<file path="config.mk">
export PLATFORM = sky130hd
export DESIGN_NAME = x3q16_alu
export DESIGN_NICKNAME = d
export VERILOG_FILES = /design/src/rtl/x3q16_alu.sv
export SDC_FILE = /design/constraint.sdc
export NUM_CORES = 1
export LEC_CHECK = 0
export ABC_AREA = 1
export CORE_ASPECT_RATIO = 1.2
export CORE_MARGIN = 1
export CORE_UTILIZATION = 57
export CTS_CLUSTER_DIAMETER = 30
export DETAILED_ROUTE_END_ITERATION = 10
export GPL_TIMING_DRIVEN = 0
export HOLD_SLACK_MARGIN = 0.03
export PLACE_DENSITY = 0.83
export SLEW_MARGIN = 20
export SYNTH_ARGS = -nofsm -noshare
export SYNTH_HDL_FRONTEND = slang
export SYNTH_SLANG_ARGS = --single-unit
</file>
<file path="constraint.sdc">
create_clock -name clk -period 3.8 [get_ports clk]
set_input_delay 0.76 -clock clk [delete_from_list [all_inputs] [get_ports clk]]
set_output_delay 0.76 -clock clk [all_outputs]
set_load 0.02 [all_outputs]
</file>
<file path="src/rtl/x3q16_alu.sv">
// rtl/x3q16_alu.sv - 16-bit eight-operation ALU with compare flags and registered shadow outputs
// The shadow outputs give the flag register a one-cycle-late copy of the combinational path.

module x3q16_alu #(
    parameter int WIDTH = 16
) (
    input  logic             clk,
    input  logic             reset,
    input  logic [WIDTH-1:0] a,
    input  logic [WIDTH-1:0] b,
    input  logic [2:0]       mode,
    output logic [WIDTH-1:0] result,
    output logic             equal_flag,
    output logic             greater_a_flag,
    output logic [WIDTH-1:0] result_q,
    output logic             equal_flag_q,
    output logic             greater_a_flag_q
);

    typedef enum logic [2:0] {
        OP_ADD = 3'b000,
        OP_SUB = 3'b001,
        OP_AND = 3'b010,
        OP_OR  = 3'b011,
        OP_XOR = 3'b100,
        OP_SHL = 3'b101,
        OP_SHR = 3'b110,
        OP_NOT = 3'b111
    } op_t;

    op_t        op;
    logic [3:0] shamt;

    assign op    = op_t'(mode);
    // Only the low nibble of b is a shift count; the upper bits are don't-care.
    assign shamt = b[3:0];

    always_comb begin
        result = '0;
        unique case (op)
            OP_ADD:  result = a + b;
            OP_SUB:  result = a - b;
            OP_AND:  result = a & b;
            OP_OR:   result = a | b;
            OP_XOR:  result = a ^ b;
            OP_SHL:  result = a << shamt;
            OP_SHR:  result = a >> shamt;
            OP_NOT:  result = ~a;
            default: result = '0;
        endcase
    end

    // Flags ignore mode so branch logic can read them under any operation.
    assign equal_flag     = (a == b);
    assign greater_a_flag = (a > b);

    always_ff @(posedge clk) begin
        if (!reset) begin
            result_q         <= '0;
            equal_flag_q     <= 1'b0;
            greater_a_flag_q <= 1'b0;
        end else begin
            result_q         <= result;
            equal_flag_q     <= equal_flag;
            greater_a_flag_q <= greater_a_flag;
        end
    end

endmodule

</file>
==> results_dict.tcl <==
set metrics [dict create \
    netlist_instances 894 \
    grt-ovfl-total 0 \
    cts_made_buffers 3 \
    fin_nets 1065 \
    finalSetupViolations 0 \
    cts_hold_buffers 0 \
    synth_edf_count 0 \
    yosys_warnings 0 \
    max_stage_delay_ns 0.52 \
    num_rows 35 \
    synthFlopType "dfxtp_1" \
    dieArea_mm2 0.008636 \
    critical_path_arrival_ns 2.99 \
    power_density_mw_per_mm2 209.3 \
    die_w_um 85 \
    synth-seq-cells 18 \
    leakagePower_nw 3.212 \
    timing.final.ws_setup_ns 0.05412 \
    synth.yosys.seq_area_share_pct 7.647 \
    numPortBuffers 70 \
    slew_headroom_pct 65.16 \
    cp.required_ns 3.04 \
    fillers 718 \
    syn2layout_area_growth_pct 22.01 \
    grt_start_max_net_pins 14 \
    finalHoldViolCount 0 \
    antenna_found_initial 0 \
    path_buf_inv 6 \
    placed_area_mm2 0.005528 \
    grt.total_usage_pct 41.01 \
    peakVddDrop_mv 0.1020 \
    ios 73 \
    drv_slew 0 \
    min_period_ns 3.746 \
    critPathMaxFanout 8 \
    via_per_inst 5.946 \
    drt-total-wl_mm 18.03 \
    clkTransAtPathRegs_ns 0.07 \
    cpLargestDelayFamily "buffers and inverters" \
    place_congestion 1.051 \
    violations "DRC" \
    whs_endpoint "result_q[11]" \
    rsz0062_at_grt "yes" \
    netlist.top_cell.by_area "nand2_1" \
    syn_area_per_cell_um2 5.271 \
    synth_most_common_cell "nand2_1" \
    htreeDepth 1 \
    dp_slack_ns -1.009 \
    clock-sinks 18 \
    cap_violations 0 \
    dieHeight_um 101.6 \
    ys_types 34 \
    synth_common_cells "nand2_1, nand3_1, inv_1, nor2_1, ha_1" \
    holdPathStages 3 \
    layout-drive-gt1-share_pct 11.89 \
    design_area_mm2 0.005749 \
    post-dp-hpwl_mm 14.32 \
    num_vias 6350 \
    worstMarginPinSlew_ns 0.5226 \
    routedWlPerCell_um 16.88 \
    grt_pass1_wl_mm 27.85 \
    yosys-top-cells-area "nand2_1, nand3_1, ha_1" \
    grt_pass1_vias 5917 \
    endpoint_kind "output port" \
    drtAntennaViolNets 0 \
    cp_slowest_cell "clkdlybuf4s50_1" \
    path_cells "clkdlybuf4s50_1 > inv_1 > ha_1 > clkbuf_4 > nand2_1 > inv_1 > a21oi_1 > nand2_2 > buf_4 > nand2_2 > nand3_1 > nand3_1 > nand3_2 > buf_6" \
    syn-num-nets 982 \
    fmax_mhz 267.0 \
    min_path_type "input pin to flip-flop" \
    cts_root_buf "clkbuf_8" \
    synth-async-reset-ratio_pct 0 \
    syn-cell-area_mm2 0.004712 \
    cp-start-kind "input pin" \
    layout_worst_path_cycle_share_pct 98.58 \
    core_area_mm2 0.007839 \
    start_util_pct 60.11 \
    drc 1 \
    drtIter0Drc 552 \
    cts_tree "built" \
    yosysTopAreaCellShare_pct 23.42 \
    diodes 0 \
    first_pass_iters 8 \
    path_class "input pin to output port" \
    cts_buffer_depth 2 \
    min_from "reset" \
    outcome "complete, but fails checks" \
]
==> sequential cells by signal (all words and copies together), names as in the netlist <==
name / flops
greater_a_flag_q: 1
equal_flag_q: 1
result_q: 16
==> routing by layer <==
metal	vias up	track usage, %	part of all wire, %
met1	2857	45.37	36
met3	103	5.216	9.5
met2	395	73.08	48
met4	0	28.68	6.6
li1	2995	-	-
met5	-	0	0
==> cells by family after synthesis <==
kind of cell,share of synthesized area (%)
AO/OA/AOI/OAI,9.108
flip-flops,7.647
buffers and inverters,16.28
XOR/XNOR,1.301
AND/OR/NAND/NOR,51.81
adder cells (fa/ha/maj),13.86
==> per-stage QoR <==
step | std cells | hold slack [ns] | utilization [%] | setup TNS (ns) | total power (W)
4_1_cts | 1065 | 0.8217 | 72.32 | 0 | 0.001157
2_1_floorplan | 894 | 1.043 | - | 0 | 0.0007191
3_5_place_dp | 1056 | 1.085 | 70.52 | -12.36 | 0.001004
6_report | 1068 | 0.8263 | 73.34 | 0 | 0.001203
3_3_place_gp | 1056 | 1.079 | 70.52 | -11.90 | 0.0009881
5_1_grt | 1068 | 0.8315 | 73.34 | -0.1612 | 0.001276
==> placed cells by master, fill, tap and decap left out, types with 7 or more instances in the layout <==
cell,instances
dfxtp_1,18
inv_2,9
nor2_1,75
buf_6,15
dlygate4sd2_1,17
buf_2,16
and2_1,7
clkdlybuf4s50_1,34
nor2_2,11
xor2_1,7
buf_4,13
nand3_2,9
a21oi_1,38
nor3_1,11
nand4_1,14
ha_1,44
nand2_1,286
o22ai_1,8
inv_1,125
o21ai_0,17
nand2_2,12
nand3_1,136
==> repair_timing <==
| action | CTS | global route |
|---|---|---|
| gates resized for setup | 101 | 32 |
| pin swaps | 6 | 3 |
| buffers inserted | 5 | 3 |
| setup endpoints to repair | 18 | 16 |
==> cell type report <==
type,count,area (um^2),share of cell area (%)
Clock buffer,4,55.05,0.9576
Inverter,136,515.5,8.966
Sequential cell,18,360.3,6.268
Tap cell,92,115.1,2.002
Buffer,34,287.8,5.005
Multi-Input combinational cell,706,3711,64.55
Timing Repair Buffer,78,704.4,12.25
==> where the power goes <==
part,switching [W],total [W],internal [W]
Clock,0.0000608,0.000153,0.0000920
Sequential,0.00000390,0.000211,0.000207
Combinational,0.000540,0.000840,0.000300
Total,0.000605,0.00120,0.000598
==> worst max-delay path by stage <==
stage	cells past startpoint	slack (ns)	startpoint	to
2_1_floorplan	16	0.41	b[1]	result[14]
6_report	14	0.05	b[6]	result[11]
5_1_grt	15	-0.06	b[6]	result[15]
3_5_place_dp	18	-1.01	b[1]	result[14]
3_3_place_gp	18	-1.02	b[1]	result[14]
4_1_cts	12	0.002	a[8]	greater_a_flag
No activity file was read; power rests on OpenSTA's default activity.
